File: config.mk
export PLATFORM = sky130hd
export DESIGN_NAME = pipe_ctrl_flat
export DESIGN_NICKNAME = d
export VERILOG_FILES = /design/src/rtl/pipe_ctrl_if.sv /design/src/rtl/pipe_ctrl.sv /design/src/flat_wrapper.sv
export SDC_FILE = /design/constraint.sdc
export NUM_CORES = 1
export LEC_CHECK = 0
export CORE_AREA = 2 2 75 95
export CTS_CLUSTER_SIZE = 8
export DETAILED_ROUTE_END_ITERATION = 10
export DIE_AREA = 0 0 77 97
export GPL_TIMING_DRIVEN = 0
export PLACE_DENSITY = 0.79
export REMOVE_ABC_BUFFERS = 1
export SLEW_MARGIN = 20
export SYNTH_ARGS = -nofsm -noshare
export SYNTH_HDL_FRONTEND = slang
export SYNTH_SLANG_ARGS = --single-unit
export TNS_END_PERCENT = 50
File: constraint.sdc
create_clock -name clk_in -period 1.56 [get_ports clk_in]
set_clock_uncertainty 0.2 [all_clocks]
set_input_delay 0.234 -clock clk_in [delete_from_list [all_inputs] [get_ports clk_in]]
set_output_delay 0.234 -clock clk_in [all_outputs]
set_load 0.02 [all_outputs]
File: src/rtl/pipe_ctrl_if.sv
// Control bundle between the pipeline stages and the stall/flush scheduler.
// master = stage side (raises requests), slave = pipe_ctrl (drives hold/clear/redirect).
interface pipe_ctrl_if #(
    parameter int ADDR_W = 32,
    parameter int CNT_W  = 32
);
    logic              rdy_in;
    logic              if_stall_req;
    logic              id_stall_req;
    logic              mem_stall_req;
    logic              ex_mispredict;
    logic [ADDR_W-1:0] ex_target;
    logic [4:0]        stall;
    logic              flush_if_id;
    logic              flush_id_ex;
    logic              redirect_valid;
    logic [ADDR_W-1:0] redirect_pc;
    logic [CNT_W-1:0]  stall_cnt;
    logic [CNT_W-1:0]  flush_cnt;

    modport master (
        output rdy_in, if_stall_req, id_stall_req, mem_stall_req, ex_mispredict, ex_target,
        input  stall, flush_if_id, flush_id_ex, redirect_valid, redirect_pc, stall_cnt, flush_cnt
    );

    modport slave (
        input  rdy_in, if_stall_req, id_stall_req, mem_stall_req, ex_mispredict, ex_target,
        output stall, flush_if_id, flush_id_ex, redirect_valid, redirect_pc, stall_cnt, flush_cnt
    );
endinterface

File: src/rtl/pipe_ctrl.sv
// Five-stage pipeline stall/flush scheduler with a RUN/PEND FSM that defers a mispredict
// redirect while MEM stalls. Optional perf counters enabled by PIPE_CTRL_PERF_EN.
module pipe_ctrl #(
    parameter int ADDR_W = 32,
    parameter int CNT_W  = 32
) (
    input  logic           clk_in,
    input  logic           rst_in,
    pipe_ctrl_if.slave     bus
);
    typedef enum logic {RUN = 1'b0, PEND = 1'b1} state_t;

    state_t            r_state;
    state_t            w_next_state;
    logic [ADDR_W-1:0] r_pend_pc;
    logic [ADDR_W-1:0] w_next_pend_pc;

    logic [4:0]        w_stall;
    logic              w_flush_if_id;
    logic              w_flush_id_ex;
    logic              w_redirect_valid;
    logic [ADDR_W-1:0] w_redirect_pc;

    always_ff @(posedge clk_in) begin
        if (rst_in) begin
            r_state   <= RUN;
            r_pend_pc <= '0;
        end else if (bus.rdy_in) begin
            r_state   <= w_next_state;
            r_pend_pc <= w_next_pend_pc;
        end
    end

    // A redirect is latched only from RUN, so a repeating mispredict from a frozen EX
    // cannot overwrite the pending target or cause a second redirect.
    always_comb begin
        w_next_state   = r_state;
        w_next_pend_pc = r_pend_pc;
        if (bus.mem_stall_req) begin
            if (r_state == RUN && bus.ex_mispredict) begin
                w_next_state   = PEND;
                w_next_pend_pc = bus.ex_target;
            end
        end else if (r_state == PEND) begin
            w_next_state = RUN;
        end
    end

    always_comb begin
        w_stall          = 5'b00000;
        w_flush_if_id    = 1'b0;
        w_flush_id_ex    = 1'b0;
        w_redirect_valid = 1'b0;
        w_redirect_pc    = '0;
        if (rst_in) begin
            w_stall       = 5'b11111;
            w_flush_if_id = 1'b1;
            w_flush_id_ex = 1'b1;
        end else if (!bus.rdy_in || bus.mem_stall_req) begin
            w_stall = 5'b11111;
        end else if (r_state == PEND) begin
            w_redirect_valid = 1'b1;
            w_redirect_pc    = r_pend_pc;
            w_flush_if_id    = 1'b1;
            w_flush_id_ex    = 1'b1;
        end else if (bus.ex_mispredict) begin
            w_redirect_valid = 1'b1;
            w_redirect_pc    = bus.ex_target;
            w_flush_if_id    = 1'b1;
            w_flush_id_ex    = 1'b1;
        end else if (bus.id_stall_req) begin
            w_stall       = 5'b00011;
            w_flush_id_ex = 1'b1;
        end else if (bus.if_stall_req) begin
            w_stall       = 5'b00001;
            w_flush_if_id = 1'b1;
        end
    end

    assign bus.stall          = w_stall;
    assign bus.flush_if_id    = w_flush_if_id;
    assign bus.flush_id_ex    = w_flush_id_ex;
    assign bus.redirect_valid = w_redirect_valid;
    assign bus.redirect_pc    = w_redirect_pc;

`ifdef PIPE_CTRL_PERF_EN
    logic [CNT_W-1:0] r_stall_cnt;
    logic [CNT_W-1:0] r_flush_cnt;

    always_ff @(posedge clk_in) begin
        if (rst_in) begin
            r_stall_cnt <= '0;
            r_flush_cnt <= '0;
        end else if (bus.rdy_in) begin
            if (|w_stall)         r_stall_cnt <= r_stall_cnt + 1'b1;
            if (w_redirect_valid) r_flush_cnt <= r_flush_cnt + 1'b1;
        end
    end

    assign bus.stall_cnt = r_stall_cnt;
    assign bus.flush_cnt = r_flush_cnt;
`else
    assign bus.stall_cnt = {CNT_W{1'b0}};
    assign bus.flush_cnt = {CNT_W{1'b0}};
`endif
endmodule
File: src/flat_wrapper.sv
// flat-port wrapper written by rule: the top's interface ports become plain ports
module pipe_ctrl_flat 
#(
    parameter int ADDR_W = 32,
    parameter int CNT_W  = 32
)
  (clk_in, rst_in, bus_rdy_in, bus_if_stall_req, bus_id_stall_req, bus_mem_stall_req, bus_ex_mispredict, bus_ex_target, bus_stall, bus_flush_if_id, bus_flush_id_ex, bus_redirect_valid, bus_redirect_pc, bus_stall_cnt, bus_flush_cnt);
  pipe_ctrl_if #(.ADDR_W(ADDR_W), .CNT_W(CNT_W)) bus_i ();
  input  logic clk_in;
  input  logic rst_in;
  input wire logic [$bits(bus_i.rdy_in)-1:0] bus_rdy_in;
  input wire logic [$bits(bus_i.if_stall_req)-1:0] bus_if_stall_req;
  input wire logic [$bits(bus_i.id_stall_req)-1:0] bus_id_stall_req;
  input wire logic [$bits(bus_i.mem_stall_req)-1:0] bus_mem_stall_req;
  input wire logic [$bits(bus_i.ex_mispredict)-1:0] bus_ex_mispredict;
  input wire logic [$bits(bus_i.ex_target)-1:0] bus_ex_target;
  output wire logic [$bits(bus_i.stall)-1:0] bus_stall;
  output wire logic [$bits(bus_i.flush_if_id)-1:0] bus_flush_if_id;
  output wire logic [$bits(bus_i.flush_id_ex)-1:0] bus_flush_id_ex;
  output wire logic [$bits(bus_i.redirect_valid)-1:0] bus_redirect_valid;
  output wire logic [$bits(bus_i.redirect_pc)-1:0] bus_redirect_pc;
  output wire logic [$bits(bus_i.stall_cnt)-1:0] bus_stall_cnt;
  output wire logic [$bits(bus_i.flush_cnt)-1:0] bus_flush_cnt;
  assign bus_i.rdy_in = bus_rdy_in;
  assign bus_i.if_stall_req = bus_if_stall_req;
  assign bus_i.id_stall_req = bus_id_stall_req;
  assign bus_i.mem_stall_req = bus_mem_stall_req;
  assign bus_i.ex_mispredict = bus_ex_mispredict;
  assign bus_i.ex_target = bus_ex_target;
  assign bus_stall = bus_i.stall;
  assign bus_flush_if_id = bus_i.flush_if_id;
  assign bus_flush_id_ex = bus_i.flush_id_ex;
  assign bus_redirect_valid = bus_i.redirect_valid;
  assign bus_redirect_pc = bus_i.redirect_pc;
  assign bus_stall_cnt = bus_i.stall_cnt;
  assign bus_flush_cnt = bus_i.flush_cnt;
  pipe_ctrl #(.ADDR_W(ADDR_W), .CNT_W(CNT_W)) u_core (.clk_in(clk_in), .rst_in(rst_in), .bus(bus_i));
endmodule
==> results of run 1 <==
routing by layer:
metal	vias to the layer above	track usage [%]
li1	1120	-
met4	0	5.495
met3	6	4.198
met2	98	29.22
met1	1101	18.66
met5	-	0
power breakdown:
part	total (W)	internal, W	switching (W)
combinational	0.000640	0.000259	0.000381
sequential	0.000887	0.000871	0.0000156
clock	0.000654	0.000350	0.000304
total	0.00218	0.00148	0.000700
state kept, by name, summed over array words and instances, names as in the netlist:
signal and flops:
u_core.r_state 1, u_core.r_pend_pc 32
per-stage QoR:
stage	util (%)	setup slack, ns	setup TNS, ns	hold slack [ns]
2_1_floorplan	-	-0.8341	-54.58	0.09644
3_3_place_gp	44.17	-2.862	-183.39	0.2419
3_5_place_dp	45.70	-1.210	-61.35	0.2463
4_1_cts	50.56	-0.2927	-15.08	0.08030
5_1_grt	51.69	-0.3439	-15.09	0.08873
6_report	51.69	-0.2926	-10.27	0.08651
cell families (layout without fill, tap and decap cells):
| family | Yosys count | in the layout | synth area share (%) |
|---|---|---|---|
| and+or+nand+nor | 137 | 139 | 27.31 |
| buffers and inverters | 93 | 108 | 27.31 |
| AOI/OAI and AO/OA | 70 | 70 | 17.81 |
| DFF | 33 | 33 | 27.41 |
| other | 1 | 64 | 0.1556 |
synthesized netlist by cell type:
cell / n
nand2_1: 96
dfxtp_1: 33
buf_6: 5
buf_2: 7
nor3_1: 1
clkbuf_1: 9
a21o_1: 3
inv_1: 1
and2b_1: 1
nor2_1: 2
and4b_1: 1
a21oi_1: 46
nand3b_1: 32
nand4b_1: 1
conb_1: 1
nand2b_1: 2
or3_1: 1
buf_1: 1
o21ai_0: 2
buf_4: 70
a21oi_2: 19
final timing paths:
| kind | startpoint | endpoint | slack, ns | cells after the start |
|---|---|---|---|---|
| min | rst_in | u_core.r_pend_pc[27]$_SDFFE_PP0P_ | 0.09 | 3 |
| max | u_core.r_state$_SDFFE_PP0P_ | bus_flush_id_ex | -0.29 | 4 |
| max reg2reg | u_core.r_state$_SDFFE_PP0P_ | u_core.r_pend_pc[3]$_SDFFE_PP0P_ | -0.13 | 4 |
| min reg2reg | u_core.r_pend_pc[2]$_SDFFE_PP0P_ | u_core.r_pend_pc[2]$_SDFFE_PP0P_ | 0.25 | 2 |
repair_timing:
| action | 4_1_cts | 5_1_grt |
|---|---|---|
| hold buffers | 2 | 0 |
| gates cloned | 5 | 1 |
| setup buffers | 10 | 2 |
| setup endpoints to repair | 72 | 72 |
| hold endpoints to repair | 16 | 0 |
| pin swaps | 18 | 12 |
| resized for setup | 240 | 25 |
layout make-up:
class                      count  area share, %
inverter                       1         0.1113
multi-input combinational    273          44.12
tap                           87          3.228
timing repair buffer         100          30.28
clock buffer                   7          2.560
sequential                    33          19.70
worst max-delay path, cell delays in order, from the launching register on:
cell	delay, ns
dfxtp_4	0.37
buf_16	0.14
or3_1	0.31
a21o_1	0.18
buf_6	0.13
==> results.json, run 1 <==
{
  "status": "finished with violations",
  "violations": "negative setup slack",
  "routed.top_layer": "met4",
  "gp_congestion": 0.6837,
  "synth_top_cell_by_area": "dfxtp_1",
  "dp_hpwl_microns": 3832,
  "finalInstanceArea_sq_um": 3372,
  "wl_met2_microns": 3400,
  "route.detailed.drc": 0,
  "cts_buffer_depth": 2,
  "place_inst": 475,
  "wl_microns": 6559,
  "grt_pass1_wl_microns": 9984,
  "multi_input_area_sq_um": 1488,
  "crit_type": "flip-flop to output port",
  "final_common_cell": "nand2_1",
  "cts.sinks": 33,
  "num_rows": 33,
  "hold_viol": 0,
  "grt_pass1_vias": 2072,
  "worst_ep_required_time_ns": 1.13,
  "num_vias": 2325,
  "cp-end-kind": "output port",
  "path_max_fanout": 9,
  "tightest_slew_ns": 0.8087,
  "ys_ff_latch": 33,
  "grtUsageTotal_pct": 16.32,
  "drive_gt1_share_pct": 29.95,
  "root_buffer": "clkbuf_8",
  "cp_data_arrival_time_ns": 1.42,
  "die-area_sq_um": 7469,
  "die_y_microns": 97,
  "leakagePower_nw": 1.311,
  "rsz0062_at_grt": "yes",
  "cts_buffers": 5,
  "finalPower_w": 0.002180,
  "cts_tree": "built",
  "die_x_microns": 77,
  "finalSetupViolCount": 68,
  "h-tree-depth": 2,
  "ys_seq_area_share_pct": 27.41,
  "wl_met3_microns": 398,
  "dr.pass1.iters": 6,
  "max_slew_margin_pct": 45.91,
  "nFillCells": 632,
  "yosysWarnings": 0,
  "finalCritPeriodShare_pct": 118.8,
  "cap_viol_max_count": 0,
  "fin_nets": 453,
  "vdd.ir_drop.worst_uv": 389.7,
  "synth_area_sq_um": 2410,
  "synth.distinct_cells": 21,
  "min_period_ns": 1.853,
  "layoutNonFillerInstCount": 501,
  "io_buffers": 78,
  "via_per_inst": 4.641,
  "p_per_area_nw_per_um2": 646.5,
  "antenna_found_initial": 0,
  "netlist.area_leader.share_pct": 27.41,
  "fmax_ghz": 0.5398,
  "layout_setup_ws_ns": -0.2926,
  "hold_path.class": "input pin to flip-flop",
  "start_kind": "flip-flop",
  "regArea_sq_um": 664.4,
  "core_area_sq_um": 6524,
  "antenna_left": 0,
  "antenna_cells": 0,
  "slew_viol_final": 0,
  "clk_pin_slew_ns": 0.07,
  "overflow": 0,
  "final_cell_mix": "nand2_1, conb_1, a21oi_2, buf_4, clkdlybuf4s50_1",
  "io_pins": 143,
  "initial_core_util_pct": 36.94,
  "synth_cells": 334,
  "grt_max_degree": 38,
  "syn2layout_area_growth_pct": 39.93,
  "clock_latency_ns": 0.28,
  "wl_per_cell_microns": 13.09,
  "synth.avg_cell_area_sq_um": 7.215,
  "drtIter0Drc": 110,
  "yosys-top-cells-area": "dfxtp_1, buf_4, nand2_1",
  "wl_met1_microns": 2691,
  "place_area_sq_um": 2982
}
No activity file was read; power rests on OpenSTA's default activity.
==> run 2: changes to the inputs <==
--- a/config.mk
+++ b/config.mk
@@ -5,13 +5,14 @@
 export SDC_FILE = /design/constraint.sdc
 export NUM_CORES = 1
 export LEC_CHECK = 0
-export CORE_AREA = 2 2 75 95
+export CORE_AREA = 2 2 87 81
 export CTS_CLUSTER_SIZE = 8
 export DETAILED_ROUTE_END_ITERATION = 10
-export DIE_AREA = 0 0 77 97
+export DIE_AREA = 0 0 89 83
 export GPL_TIMING_DRIVEN = 0
-export PLACE_DENSITY = 0.79
+export PLACE_DENSITY = 0.8
 export REMOVE_ABC_BUFFERS = 1
+export SETUP_SLACK_MARGIN = 0.05
 export SLEW_MARGIN = 20
 export SYNTH_ARGS = -nofsm -noshare
 export SYNTH_HDL_FRONTEND = slang
==> run 2 against run 1 <==
The run still ends with negative setup slack left. Sequential share of layout area fell by 0.42 points. Worst setup slack better by 0.077 ns. Global-route usage rose by 0.44 points. Clock-buffer cell count unchanged. Via count grew 1.1%. Non-clock buffer count shrank 3. Critical path type unchanged. Highest routed layer unchanged. Design area up 2.2%.
==> results.json, run 2 (synthesis results as in run 1) <==
{
  "h-tree-depth": 2,
  "gp_congestion": 0.6435,
  "drtIter0Drc": 82,
  "core_area_sq_um": 6446,
  "place_inst": 478,
  "cap_viol_max_count": 0,
  "num_rows": 28,
  "hold_viol": 0,
  "reg2reg_from": "u_core.r_state$_SDFFE_PP0P_",
  "root_buffer": "clkbuf_8",
  "p_per_area_nw_per_um2": 633.2,
  "path_max_fanout": 20,
  "grt_pass1_vias": 2104,
  "leakagePower_nw": 1.318,
  "layoutNonFillerInstCount": 502,
  "whs_endpoint": "u_core.r_pend_pc[1]$_SDFFE_PP0P_",
  "via_per_inst": 4.683,
  "antenna_left": 0,
  "layout_setup_ws_ns": -0.2152,
  "die_x_microns": 89,
  "initial_core_util_pct": 37.38,
  "grt_max_degree": 40,
  "holdWs_ns": 0.06724,
  "cp-end-kind": "output port",
  "regMostFlops": "u_core.r_pend_pc",
  "grtUsageTotal_pct": 16.76,
  "antenna_found_initial": 0,
  "cts.sinks": 33,
  "cts_tree": "built",
  "ff2ff_path_depth": 4,
  "violations": "negative setup slack",
  "slew_viol_final": 0,
  "ff2ff_setup_slack_ns": -0.10,
  "drive_gt1_share_pct": 31.80,
  "dr.pass1.iters": 4,
  "overflow": 0,
  "final_cell_mix": "nand2_1, conb_1, a21oi_2, clkdlybuf4s50_1",
  "dp_hpwl_microns": 3954,
  "crit_type": "flip-flop to output port",
  "hold_buffers": 0,
  "holdPathStages": 2,
  "status": "finished with violations",
  "wl_microns": 6936,
  "finalSetupViolCount": 68,
  "antenna_cells": 0,
  "hold_start": "rst_in",
  "syn2layout_area_growth_pct": 42.99,
  "start_kind": "flip-flop",
  "hold_path.class": "input pin to flip-flop",
  "num_vias": 2351,
  "fmax_ghz": 0.5633,
  "vdd.ir_drop.worst_uv": 374.9,
  "reg_top3": "u_core.r_pend_pc (32), u_core.r_state (1)",
  "cp_data_arrival_time_ns": 1.34,
  "cts_buffer_depth": 2,
  "die-area_sq_um": 7387,
  "finalCritPeriodShare_pct": 113.8,
  "clk_pin_slew_ns": 0.07,
  "wl_per_cell_microns": 13.82,
  "route.detailed.drc": 0,
  "final_common_cell": "nand2_1",
  "worst_ep_required_time_ns": 1.13,
  "largest_register_ffs": 32,
  "rsz0062_at_grt": "yes",
  "r2r-end": "u_core.r_pend_pc[14]$_SDFFE_PP0P_",
  "fin_nets": 451,
  "io_buffers": 78,
  "cts_buffers": 5,
  "io_pins": 143,
  "grt_pass1_wl_microns": 10030,
  "min_period_ns": 1.775,
  "die_y_microns": 83,
  "clock_latency_ns": 0.28
}
[run 2: changes by cell type in the layout (fill, tap and decap cells not counted), moves of 3 or more]
cell	before	now
buf_8	0	3
nand2_2	1	5
buf_4	40	31
buf_6	12	15
a21oi_2	45	48
a21oi_1	19	16
nand2_1	95	91
[run 2: report_power, final]
group | total [W] | switching (W) | leakage (nW) | internal, W
clock | 0.000640 | 0.000290 | 0.0443 | 0.000350
combinational | 0.000650 | 0.000388 | 1.00 | 0.000263
sequential | 0.000891 | 0.0000202 | 0.269 | 0.000871
total | 0.00218 | 0.000698 | 1.32 | 0.00148
[run 2: how the worst max path moves through the flow]
stage | startpoint | to | cells past startpoint
2_1_floorplan | u_core.r_state$_SDFFE_PP0P_ | u_core.r_pend_pc[0]$_SDFFE_PP0P_ | 3
3_3_place_gp | rst_in | bus_stall[2] | 3
3_5_place_dp | bus_rdy_in | bus_redirect_pc[28] | 6
4_1_cts | u_core.r_state$_SDFFE_PP0P_ | bus_redirect_pc[24] | 4
5_1_grt | u_core.r_state$_SDFFE_PP0P_ | bus_redirect_pc[14] | 4
6_report | u_core.r_state$_SDFFE_PP0P_ | bus_redirect_pc[24] | 4
[run 2: metal layers]
metal | up-vias | GRT usage [%] | wire length, microns | share of wire, %
li1 | 1122 | - | - | -
met1 | 1117 | 22.08 | 3142 | 45
met2 | 102 | 27.48 | 3270 | 47
met3 | 10 | 3.976 | 455 | 6.6
met4 | 0 | 3.935 | 68 | 0.98
met5 | - | 0 | 0 | 0
[run 2: repair_timing]
item | in CTS | in global routing
buffers inserted | 10 | 0
gates cloned | 5 | 2
gates resized for setup | 246 | 25
pin swaps | 19 | 20
setup endpoints to repair | 72 | 72
[run 2: through the flow]
| step | setup TNS, ns | setup slack (ns) | total power (W) | area (sq um) | util [%] |
|---|---|---|---|---|---|
| 6_report | -8.197 | -0.2152 | 0.002182 | 3446 | 53.46 |
| 2_1_floorplan | -54.58 | -0.8341 | 0.001202 | 1992 | - |
| 5_1_grt | -11.40 | -0.2672 | 0.002284 | 3446 | 53.46 |
| 3_3_place_gp | -189.44 | -2.885 | 0.001417 | 2885 | 44.76 |
| 4_1_cts | -11.61 | -0.2259 | 0.002174 | 3323 | 51.55 |
| 3_5_place_dp | -62.94 | -1.172 | 0.001450 | 2985 | 46.31 |
[run 2: final cells by class]
cell class / instances / area [sq um]
fill: 621 / 3000
sequential: 33 / 664.4
multi-input combinational: 274 / 1510
clock buffer: 7 / 86.33
timing repair buffer: 97 / 1069
tap: 90 / 112.6
inverter: 1 / 3.754
[run 2: worst max-delay path, stage by stage, from the launching register on]
cell,delay (ns)
dfxtp_4,0.40
buf_16,0.17
nand3b_1,0.20
a21oi_4,0.16
buf_6,0.13
==> run 3: changes to the inputs <==
--- a/config.mk
+++ b/config.mk
@@ -5,10 +5,11 @@
 export SDC_FILE = /design/constraint.sdc
 export NUM_CORES = 1
 export LEC_CHECK = 0
-export CORE_AREA = 2 2 87 81
+export ABC_AREA = 1
+export CORE_AREA = 2 2 90 84
 export CTS_CLUSTER_SIZE = 8
 export DETAILED_ROUTE_END_ITERATION = 10
-export DIE_AREA = 0 0 89 83
+export DIE_AREA = 0 0 92 86
 export GPL_TIMING_DRIVEN = 0
 export PLACE_DENSITY = 0.8
 export REMOVE_ABC_BUFFERS = 1
==> run 3 against run 2 <==
The run still ends with negative setup slack left. Via count rose by 8.8%. Largest cell class unchanged. Non-clock buffer count rose by 3. Synthesized cell count rose by 22%. Clock power fell by 5.2%. Design area increased by 5.7%.
==> results.json, run 3 <==
{
  "status": "finished with violations",
  "violations": "negative setup slack",
  "hold_path.class": "input pin to flip-flop",
  "vdd.ir_drop.worst_uv": 335.8,
  "antenna_cells": 0,
  "num_vias": 2558,
  "yosysWarnings": 0,
  "wl_per_cell_microns": 12.71,
  "io_buffers": 78,
  "ff2ff_setup_slack_ns": -0.05,
  "tightest_slew_ns": 0.6069,
  "h-tree-depth": 2,
  "min_period_ns": 1.837,
  "wl_microns": 7489,
  "layout_setup_ws_ns": -0.2766,
  "fin_nets": 534,
  "ff2ff_path_depth": 8,
  "cp-end-kind": "output port",
  "ys_seq_area_share_pct": 24.25,
  "synth.avg_cell_area_sq_um": 6.693,
  "route.detailed.drc": 0,
  "antenna_found_initial": 0,
  "drtIter0Drc": 94,
  "slew_viol_final": 0,
  "antenna_left": 0,
  "synth_edf_count": 0,
  "grt_util_met1_pct": 21.16,
  "synth_cells": 407,
  "grtUsageMet3_pct": 3.691,
  "synth.distinct_cells": 21,
  "reg2reg_from": "u_core.r_state$_SDFFE_PP0P_",
  "path_max_fanout": 8,
  "synth-async-reset-ratio_pct": 0,
  "cap_viol_max_count": 0,
  "fin_setup_tns_ns": -8.877,
  "grt_pass1_vias": 2359,
  "core_area_sq_um": 6894,
  "p_per_area_nw_per_um2": 631.4,
  "hold_viol": 0,
  "synthTopCellsByCount": "nand2_1, buf_4, nor2_1, inv_1, dfxtp_1",
  "initial_core_util_pct": 39.51,
  "rsz0062_at_grt": "yes",
  "io_pins": 143,
  "overflow": 0,
  "synth_flop_cell": "dfxtp_1",
  "grtUsageTotal_pct": 18.39,
  "yosys-top-cells-area": "dfxtp_1, buf_4, nand2_1",
  "ys_ff_latch": 33,
  "via_per_inst": 4.343,
  "worst_ep_required_time_ns": 1.13,
  "root_buffer": "clkbuf_8",
  "clock_latency_ns": 0.27,
  "gp_congestion": 0.7409,
  "regMostFlops": "u_core.r_pend_pc",
  "dp_hpwl_microns": 3808,
  "regArea_sq_um": 664.4,
  "grt_pass1_wl_microns": 11430,
  "grtUsageMet2_pct": 34.22,
  "leakagePower_nw": 1.711,
  "hold_buffers": 0,
  "num_rows": 29,
  "drive_gt1_share_pct": 32.26,
  "cts.sinks": 33,
  "final_util_pct": 52.81,
  "synth_area_sq_um": 2724,
  "top_usage_layer": "met2",
  "fmax_ghz": 0.5445,
  "cts_tree": "built",
  "dr.pass1.iters": 5,
  "final_cell_mix": "nand2_1, nor2_1, conb_1, buf_4",
  "r2r-end": "u_core.r_pend_pc[2]$_SDFFE_PP0P_",
  "multi_input_area_sq_um": 1526,
  "clk_pin_slew_ns": 0.07,
  "die-area_sq_um": 7912,
  "nFillCells": 670,
  "cts_buffer_depth": 2,
  "cts_buffers": 5,
  "finalSetupViolCount": 49,
  "crit_path_start": "u_core.r_state$_SDFFE_PP0P_",
  "die_y_microns": 86,
  "largest_register_ffs": 32,
  "netlist.area_leader.share_pct": 24.25,
  "grt_max_degree": 34,
  "final_common_cell": "nand2_1",
  "reg_top3": "u_core.r_pend_pc (32), u_core.r_state (1)",
  "max_slew_margin_pct": 59.46,
  "die_x_microns": 92,
  "start_kind": "flip-flop",
  "cp_data_arrival_time_ns": 1.40,
  "crit_type": "flip-flop to output port",
  "syn2layout_area_growth_pct": 33.67,
  "synth_most_common_cell": "nand2_1",
  "crit_end": "bus_redirect_pc[0]",
  "finalCritPeriodShare_pct": 117.7,
  "synth_top_cell_by_area": "dfxtp_1"
}
==> run 3: changes by cell type in the layout (fill, tap and decap cells not counted), sizes merged, moves of 3 or more <==
cell,previous run,this run
nor2,2,70
inv,1,42
a21oi,65,33
nand3,0,32
nand3b,32,0
nand2,96,107
clkinv,0,4
nand2b,4,0
a21o,3,0
==> run 3: cell type report <==
class	instances	area share [%]
sequential	33	18.25
inverter	40	5.155
tap	93	3.196
clock buffer	6	1.993
clock inverter	2	0.2749
multi-input combinational	309	41.92
timing repair buffer	100	27.29
timing repair inverter	6	1.924
==> run 3: routing by layer <==
layer / wire, microns / vias up / part of all wire (%)
met2: 3760 / 116 / 50
met4: 163 / 0 / 2.2
met1: 3007 / 1140 / 40
met3: 558 / 16 / 7.5
met5: 0 / - / 0
li1: - / 1286 / -
==> run 3: logic make-up after synthesis <==
kind of cell | after synthesis | share of synthesized area (%)
flip-flops | 33 | 24.25
buffers and inverters | 129 | 31.14
other | 1 | 0.1377
AND/OR/NAND/NOR | 208 | 33.62
AO/OA/AOI/OAI | 36 | 10.84
==> run 3: worst max-delay path, stage by stage, from the launching register on <==
cell and delay (ns):
dfxtp_4 0.37, nor2_4 0.13, buf_12 0.15, buf_12 0.15
nand2_4 0.05, a21oi_2 0.12, buf_4 0.15
==> run 3: power breakdown <==
part	internal (W)	total (W)	switching (W)
combinational	0.000305	0.000783	0.000478
sequential	0.000886	0.000909	0.0000230
clock	0.000309	0.000607	0.000298
==> run 3: stage by stage <==
stage | hold WS [ns] | cell area (sq um) | instances | power, W | setup WS (ns)
2_1_floorplan | 0.1031 | 2262 | 381 | 0.001327 | -1.073
3_5_place_dp | 0.2735 | 3201 | 554 | 0.001556 | -1.355
5_1_grt | 0.03880 | 3641 | 589 | 0.002429 | -0.3353
3_3_place_gp | 0.2632 | 3159 | 552 | 0.001531 | -2.039
6_report | 0.03445 | 3641 | 589 | 0.002299 | -0.2766
4_1_cts | 0.03110 | 3621 | 588 | 0.002331 | -0.3327
==> run 3: timing repair <==
action,CTS,global route
gates cloned,10,1
setup buffers,16,3
endpoints found under the setup margin,73,73
pin swaps,5,10
hold endpoints to repair,0,0
resized for setup,239,21
==> run 3: how the worst min path moves through the flow <==
stage               slack (ns)  depth (start not counted)                                end                               from
CTS                       0.03                          2        u_core.r_state$_SDFFE_PP0P_                             rst_in
floorplan                 0.10                          1        u_core.r_state$_SDFFE_PP0P_                             rst_in
detailed placement        0.27                          2  u_core.r_pend_pc[15]$_SDFFE_PP0P_  u_core.r_pend_pc[15]$_SDFFE_PP0P_
global placement          0.26                          2  u_core.r_pend_pc[30]$_SDFFE_PP0P_  u_core.r_pend_pc[30]$_SDFFE_PP0P_
global route              0.04                          2        u_core.r_state$_SDFFE_PP0P_                             rst_in
finish                    0.03                          2        u_core.r_state$_SDFFE_PP0P_                             rst_in
